### src/rtl/vec3_pack.sv
// rtl/vec3_pack.sv - packs a scalar word stream into 3-component vectors
module vec3_pack #(
    parameter int DATA_WIDTH = 32,
    parameter int CNT_WIDTH  = 16
) (
    input  logic                       clock,
    input  logic                       reset,
    input  logic [DATA_WIDTH-1:0]      din,
    input  logic                       in_empty,
    output logic                       in_rd_en,
    output logic [2:0][DATA_WIDTH-1:0] out,
    input  logic                       out_full,
    output logic                       out_wr_en,
    output logic [CNT_WIDTH-1:0]       vec_count,
    output logic                       busy
);

    typedef enum logic {
        LOAD  = 1'b0,
        WRITE = 1'b1
    } state_t;

    state_t     state;
    state_t     state_nxt;
    logic [1:0] idx;

    always_ff @(posedge clock or negedge reset) begin
        if (!reset) begin
            state <= LOAD;
        end else begin
            state <= state_nxt;
        end
    end

    always_comb begin
        state_nxt = state;
        case (state)
            LOAD:  if (!in_empty && idx == 2'd2) state_nxt = WRITE;
            WRITE: if (!out_full)                state_nxt = LOAD;
            default:                             state_nxt = LOAD;
        endcase
    end

    // Strobes are gated by reset so nothing is popped or pushed while it is held.
    always_comb begin
        in_rd_en  = 1'b0;
        out_wr_en = 1'b0;
        busy      = 1'b0;
        if (reset) begin
            in_rd_en  = (state == LOAD) && !in_empty;
            out_wr_en = (state == WRITE) && !out_full;
            busy      = ((state == LOAD) && (idx != 2'd0)) || (state == WRITE);
        end
    end

    always_ff @(posedge clock or negedge reset) begin
        if (!reset) begin
            idx       <= 2'd0;
            out       <= '0;
            vec_count <= '0;
        end else begin
            if (in_rd_en) begin
                out[idx] <= din;
                idx      <= (idx == 2'd2) ? 2'd0 : idx + 2'd1;
            end
            if (out_wr_en) begin
                vec_count <= vec_count + {{(CNT_WIDTH-1){1'b0}}, 1'b1};
            end
        end
    end

endmodule

### config.mk
export PLATFORM = sky130hd
export DESIGN_NAME = vec3_pack
export DESIGN_NICKNAME = d
export VERILOG_FILES = /design/src/rtl/vec3_pack.sv
export SDC_FILE = /design/constraint.sdc
export NUM_CORES = 1
export LEC_CHECK = 0
export BUFFER_PORTS_ARGS = -buffer_cell sky130_fd_sc_hd__buf_2
export CORE_MARGIN = 4
export CORE_UTILIZATION = 34
export CTS_CLUSTER_SIZE = 28
export DETAILED_ROUTE_END_ITERATION = 8
export MAX_ROUTING_LAYER = met4
export PLACE_DENSITY = 0.57
export SYNTH_ARGS = -nofsm -noshare
export SYNTH_HDL_FRONTEND = slang
export SYNTH_SLANG_ARGS = --single-unit
### constraint.sdc
create_clock -name clock -period 3.5 [get_ports clock]
set_input_delay 0.35 -clock clock [delete_from_list [all_inputs] [get_ports clock]]
set_output_delay 0.35 -clock clock [all_outputs]
set_load 0.02 [all_outputs]
After elaboration in Yosys (flattened, before gate mapping)
Cells that the tools add are included.

cells by class
  add/subtract/negate cells = 2
  $lt $le $gt $ge = 2
  equality and inequality tests = 1
  mux-type cells = 10
  bitwise operators = 1
  reduce and logical (&&, ||, !) cells = 9

operators with widths
  kind                                                 number
  bitwise mux 96 bit                                   1
  demux 32 bit (select 2 bit)                          1
  two-way mux 32 bit                                   1
  adder 16 x 1 -> 16 bit, second input constant        1
  logical AND 1 bit                                    5
  two-way mux 1 bit                                    5
  < comparator 2 x 3 -> 1 bit, second input constant   1
  adder 2 x 1 -> 2 bit, second input constant          1
  == test 2 bit, second input constant                 1
  >= comparator 2 x 1 -> 1 bit, second input constant  1
  zero test 1 bit                                      2
  two-way mux 2 bit                                    1
  one-hot mux 1 bit (2 select lines)                   1
  nonzero test 2 bit                                   1
  logical OR 1 bit                                     1
  NOT 1 bit                                            1

storage, ports and cells
  flip-flop bits (word level) = 115
  output and inout bits = 115
  logic and storage cells = 31

Depth between registers and ports, before layout
Gate-level depths: netlist of the first run.

  depth in word-level cells = 5
  gate-level depth with buffers = 6

Least setup slack after synthesis of the first run
OpenSTA, ideal clock, no wires.

  path kind = flip-flop to flip-flop
  start point = register state
  end point = register out[34] (netlist bit)
  setup time = 0.125 ns
  arrival = 1.489 ns
  required time = 3.375 ns
  slack = 1.886 ns
  cell stages (with the launch flop) = 6
  path buffers = 1
  period minus slack after synthesis = 1.614 ns
  path through = dfrtp_1 -> nor2_4 -> nand2_2 -> nor3b_2 -> buf_4 -> mux2_2

on the way
  longest elaborated chain between the ends = 3

RTL lines
  what                           RTL line  RTL
  start, declared                23        state_t state;
  start signal, assigned         31        state <= state_nxt;
  NOT 1 bit                      -
  logical AND 1 bit              50        in_rd_en = (state == LOAD) && !in_empty;
  two-way mux 1 bit              49        if (reset) begin
  end signal, assigned by index  63        out[idx] <= din;
  end, declared                  11        output logic [2:0][DATA_WIDTH-1:0] out,

No other way between the ends.
A chain may end at the register's enable or synchronous reset.

Worst setup path after layout of the first run
  start point = input port reset
  end point = output port out_wr_en

on the way
  longest elaborated chain between the ends = 1

RTL lines
  what               RTL line  RTL
  start, declared    7         input logic reset,
  two-way mux 1 bit  49
  end, declared      13        output logic out_wr_en,

No other way between the ends.

==> results of run 1 <==
[metrics by stage]
stage               instance area, µm²  power [W]  std cells  worst slack [ns]  hold slack, ns
floorplan                         4540    0.00379        277              1.89          0.0544
global placement                  5460    0.00460        591              1.08           0.197
detailed placement                5460    0.00464        591              1.01           0.202
CTS                               6090    0.00647        624             0.666           0.174
global route                      6090    0.00671        624             0.519           0.177
finish                            6090    0.00637        624             0.727           0.197
[layout by cell type, fill, tap and decap left out]
cell           synthesis  layout
nand3_2                0       1
mux2_4                29      29
buf_2                  5     149
xnor2_1               10      10
nand2b_1               2       2
clkinvlp_4             0       1
dfrtp_1              115     115
mux2_2                68      68
or3_2                  0       1
clkbuf_8               0       5
clkbuf_16              0      17
and4_1                 2       2
ha_1                   1       1
nand2_2                1       1
nor2b_1                2       2
and3b_1                1       1
buf_4                  3       5
a21o_1                 1       1
nor3_1                 1       1
inv_1                  1       1
nand3_1                5       4
nand2_1                6       6
a22o_1                 1       1
clkinv_2               0       6
and3_1                 3       3
nand4_1                4       4
bufinv_16              0       3
nor3b_4                0       1
xor2_1                 5       5
nor2_4                 1       1
nor2_1                 3       3
o31a_1                 1       1
dlygate4sd3_1          0       1
[registers in the layout, summed over array words and instances, names as in the netlist]
signal / cells
idx: 2
out: 96
state: 1
vec_count: 16
[path summary, 6_finish.rpt]
check | start | to | slack (ns) | depth (start not counted)
setup / recovery | reset | out_wr_en | 0.73 | 5
min in group asynchronous | reset | out[46] | 0.36 | 2
hold reg to reg | vec_count[15] | vec_count[15] | 0.47 | 1
setup reg to reg | state | out[25] | 1.19 | 5
max in group asynchronous | reset | out[43] | 2.16 | 3
hold / removal | din[3] | out[3] | 0.20 | 2
[cell type report]
type / count / share of cell area
Tap cell: 172 / 0.0353
Clock inverter: 10 / 0.0210
Timing Repair Buffer: 155 / 0.130
Clock buffer: 22 / 0.0812
Sequential cell: 115 / 0.473
Inverter: 1 / 0.000616
Multi-Input combinational cell: 149 / 0.259
[layer usage]
| metal | vias to the layer above | share of wire |
|---|---|---|
| met5 | - | 0 |
| met4 | 0 | 0.014 |
| met3 | 15 | 0.076 |
| met2 | 107 | 0.46 |
| met1 | 1416 | 0.45 |
| li1 | 1302 | - |
[worst reg2reg max path: cells and delay by family (launching register included)]
family / cells / cell delay (ns)
simple gates: 3 / 1.07
flops: 1 / 0.44
buf+inv: 1 / 0.37
mux: 1 / 0.31
[report_power, final]
| part | leakage [nW] | switching [W] | internal [W] |
|---|---|---|---|
| combinational | 1.39 | 0.00129 | 0.00104 |
| sequential | 1.41 | 0.000339 | 0.00192 |
| clock | 0.311 | 0.000573 | 0.00120 |
[cell families (layout without fill, tap and decap cells)]
family | count (synthesis) | in the layout | share of synthesized area
compound gates | 3 | 3 | 0.00551
xor+xnor | 15 | 15 | 0.0289
fa+ha+maj | 1 | 1 | 0.00276
buf+inv | 13 | 188 | 0.0212
flops | 115 | 115 | 0.634
mux | 97 | 97 | 0.265
simple gates | 33 | 33 | 0.0430
==> impl_metrics.tcl, run 1 <==
set metrics [dict create \
    outcome "finished, final reports clean" \
    final_nets 476 \
    fin_util 0.475 \
    area_growth_pct 34.2 \
    num_rows 41 \
    slowest_stage "buf_4" \
    tns_ns 0 \
    worstPathMaxFanout 60 \
    ioPinCount 151 \
    use_met3 0.0563 \
    synth-warning-count 0 \
    synth_top_cell_area_share 0.634 \
    syn_area_per_cell_um2 16.4 \
    track_usage 0.144 \
    cp_common_cell "buf_4" \
    synth_edf_count 0 \
    critPathMaxStageDelay_ns 0.61 \
    ys.flop_type "dfrtp_1" \
    seq_area_um2 2880 \
    cts_buffers 17 \
    peakVddDrop_v 0.000635 \
    diodes 0 \
    grt_pass1_vias 2989 \
    place.gp.congestion 0.693 \
    post_cts_buffers 0 \
    async_flop_share 1.00 \
    path_clk_slew_ns 0.05 \
    hold_path_class "input port to flop" \
    crit_chain "dlygate4sd3_1, buf_4, buf_4, and3b_1, buf_2" \
    grt_use_met2 0.206 \
    root_buffer "clkbuf_16" \
    cts_buffer_depth 2 \
    dp_hpwl_um 6920 \
    worstSetupEndpointType "primary output" \
    chipHeight_um 124 \
    cts_tree "built" \
    crit_buf_inv 4 \
    synthCells 277 \
    yosysMostFrequentCell "dfrtp_1" \
    min_period_ns 2.77 \
    drt_first_pass_iters 5 \
    wl_per_cell_um 16.2 \
    finalHoldViolCount 0 \
    finalSetupViolations 0 \
    initial_core_util 0.354 \
    synth_commonest_cells "dfrtp_1, mux2_2, mux2_4" \
    io_buffers 150 \
    grt_pass1_wl_um 15900 \
    insertion_delay_ns 0.41 \
    antenna_left 0 \
    critPathRequiredTime_ns 3.15 \
    period_share 0.792 \
    cts.sinks 115 \
    grtUsageMet1 0.182 \
    multi_input_area_um2 1580 \
    core_um2 12800 \
    cts.htree.levels 4 \
    clock.fmax_mhz 361 \
    tightest_slew_ns 0.969 \
    synth_area_leaders "dfrtp_1, mux2_2, mux2_4, xnor2_1, buf_6" \
    rsz0062_at_grt "false" \
    synth_nets 314 \
    synth_area_um2 4540 \
    ys_seq_elements 115 \
    finClkSkew_ns 0.00443 \
    crit_family "buffers and inverters" \
    critPathLaunchType "input port" \
    antenna_found_initial 0 \
    post_cts_resized 0 \
    synth_top_area_cell "dfrtp_1" \
    vias 2840 \
    via_per_inst 4.55 \
    relSlewSlack 0.354 \
    drt-total-wl_um 10100 \
    drv_slew 0 \
    grt_busiest_layer "met2" \
    die_area_um2 15300 \
    die_x_um 124 \
    p_leak_nw 3.11 \
    grt_max_degree 61 \
    first_iter_violations 92 \
    maxCapViolCount 0 \
    power.density_nw_per_um2 1050 \
    grt_overflow_total 0 \
    n_fill_cell 1170 \
    drc 0 \
    drive_gt1_frac 0.637 \
    cts-hold-fix-buffers 1 \
    synth.distinct_cells 27 \
    worstSetupPathType "input port to primary output" \
    synth.yosys.seq_area_share 0.634 \
    worstPathArrival_ns 2.42 \
]
(Power assumes the default switching activity.)
==> run 2: changes to the inputs <==
ABC_AREA = 1   (was default)
clock period = 2.65 ns   (was 3.5 ns; I/O delays follow)
==> impl_metrics.tcl, run 2 <==
set metrics [dict create \
    p_leak_nw 3.20 \
    async_flop_share 1.00 \
    antenna_left 0 \
    clockPowerShare 0.282 \
    outcome "finished, final reports clean" \
    p_sw_w 0.00300 \
    cts_buffers 17 \
    fin_util 0.469 \
    finalSetupViolations 0 \
    critical_path_cell_count 6 \
    grt_overflow_total 0 \
    hold_path_class "input port to flop" \
    dp_worst_setup_slack_ns 0.642 \
    synth_commonest_cells "nand2_1, dfrtp_1, o21ai_1" \
    cts.sinks 115 \
    synthCells 463 \
    critPathRequiredTime_ns 2.38 \
    grt_pass1_wl_um 17400 \
    tightest_slew_ns 0.611 \
    worstSetupPathType "input port to primary output" \
    insertion_delay_ns 0.41 \
    track_usage 0.155 \
    rsz0062_at_grt "false" \
    drv_slew 0 \
    power_frac_seq 0.375 \
    met2_length_um 5150 \
    cts_buffer_depth 2 \
    synth_area_leaders "dfrtp_1, nand2_1, o21ai_1, inv_1, buf_6" \
    rr_endpoint "out[32]" \
    synth-warning-count 0 \
    num_rows 41 \
    reg2reg_depth 5 \
    first_iter_violations 218 \
    io_buffers 150 \
    relSlewSlack 0.593 \
    largest-register "out" \
    min-delay-start "din[7]" \
    p_int_w 0.00478 \
    cts.htree.levels 4 \
    area_growth_pct 33.0 \
    postLayoutSetupSlackWorst_ns 0.340 \
    cts-hold-fix-buffers 1 \
    core_um2 12800 \
    ys_seq_elements 115 \
    post_cts_buffers 0 \
    synth_nets 500 \
    synth.distinct_cells 21 \
    maxCapViolCount 0 \
    via_per_inst 4.48 \
    placed_cells 769 \
    critPathLaunchType "input port" \
    ys.flop_type "dfrtp_1" \
    drt_first_pass_iters 5 \
    routed.top_layer "met4" \
    regToRegSetupSlack_ns 0.81 \
    final_cells 803 \
    tns_ns 0 \
    initial_core_util 0.353 \
    vias 3596 \
    period_share 0.872 \
    peakVddDrop_v 0.000522 \
    place.gp.congestion 0.792 \
    post_cts_resized 0 \
    hold_end "out[39]" \
    worstPathMaxFanout 117 \
    min_period_ns 2.31 \
    drive_gt1_frac 0.305 \
    antenna_found_initial 1 \
    dp_hpwl_um 7520 \
    path_clk_slew_ns 0.05 \
    root_buffer "clkbuf_16" \
    power.density_nw_per_um2 1300 \
    yosysMostFrequentCell "nand2_1" \
    critPathMaxStageDelay_ns 0.53 \
    clock.fmax_mhz 433 \
    top_regs "out (96), vec_count (16), idx (2)" \
    die_area_um2 15100 \
    netSwitchingFraction 0.385 \
    p_comb_frac 0.344 \
    worstPathArrival_ns 2.05 \
    mostFrequentLayoutCell "buf_2" \
    wl_met1_um 4820 \
    whs_ns 0.137 \
    synth_top_area_cell "dfrtp_1" \
    finalHoldViolCount 0 \
    synth_top_cell_area_share 0.639 \
    wl_met3_um 698 \
    largest_reg_flops 96 \
    chipHeight_um 123 \
    grt_pass1_vias 3529 \
    finClkSkew_ns 0.00270 \
    layout_common_cells "buf_2, nand2_1, dfrtp_1" \
    grt_max_degree 118 \
    slowest_stage "dlygate4sd3_1" \
    crit_buf_inv 4 \
    synth_edf_count 0 \
    final_nets 654 \
    cts_tree "built" \
    r2r-start "state" \
    syn_area_per_cell_um2 9.73 \
    synth_area_um2 4500 \
    hold_path_depth 3 \
    ioPinCount 151 \
    wl_per_cell_um 13.6 \
    die_x_um 123 \
    drt-total-wl_um 10900 \
    crit_family "buffers and inverters" \
    crit_chain "dlygate4sd3_1, buf_4, buf_12, nand2_1, nor2_2, buf_2" \
    drc 0 \
    worstSetupEndpointType "primary output" \
    synth.yosys.seq_area_share 0.639 \
]
run 2: cell count changes after synthesis, sizes merged, moves of 6 or more:
cell	before	now
inv	1	45
nor2	4	18
o21ai	0	100
buf	12	18
mux2	97	0
nand2	7	136
run 2: kinds of logic after synthesis:
logic type / after synthesis / synth area share
AO/OA/AOI/OAI: 102 / 0.115
buffers and inverters: 65 / 0.0720
flip-flops: 115 / 0.639
adder cells (fa/ha/maj): 1 / 0.00278
AND/OR/NAND/NOR: 171 / 0.154
XOR/XNOR: 9 / 0.0175
run 2: worst max-delay path by stage:
stage | start | end | slack, ns
after floorplan | state | out[14] | 1.16
after global placement | reset | vec_count[8] | 0.70
after detailed placement | reset | vec_count[8] | 0.64
after CTS | reset | out_wr_en | 0.28
after global routing | reset | out_wr_en | 0.17
final | reset | out_wr_en | 0.34
run 2: through the flow:
stage | cell area [µm²] | power, W
after floorplan | 4500 | 0.00460
after global placement | 5400 | 0.00560
after detailed placement | 5400 | 0.00566
after CTS | 5990 | 0.00789
after global routing | 5990 | 0.00827
final | 5990 | 0.00778
run 2: cell type report:
type	instances	area, µm²
Sequential cell	115	2880
Inverter	45	169
Clock buffer	18	439
Antenna cell	1	2.50
Timing Repair Buffer	155	843
Multi-Input combinational cell	283	1300
Tap cell	172	215
Clock inverter	14	139
Fill cell	1253	6780
run 2: worst reg2reg max path, cell delays in order (launching register included):
cell	delay (ns)
dfrtp_1	0.44
nor3_4	0.33
nand3_2	0.45
buf_12	0.35
nand2_1	0.10
o21ai_1	0.06
run 2: power groups by stage:
stage | clock [W] | combinational [W] | sequential [W]
global route | 0.00232 | 0.00294 | 0.00301
floorplan | 0 | 0.000821 | 0.00378
finish | 0.00219 | 0.00268 | 0.00292
global placement | 0 | 0.00268 | 0.00292
detailed placement | 0 | 0.00273 | 0.00294
CTS | 0.00224 | 0.00273 | 0.00292
run 2: per-layer routing:
layer,up-vias,global-route usage
li1,1803,-
met5,-,-
met3,19,0.0439
met1,1664,0.188
met2,110,0.240
met4,0,0.0740
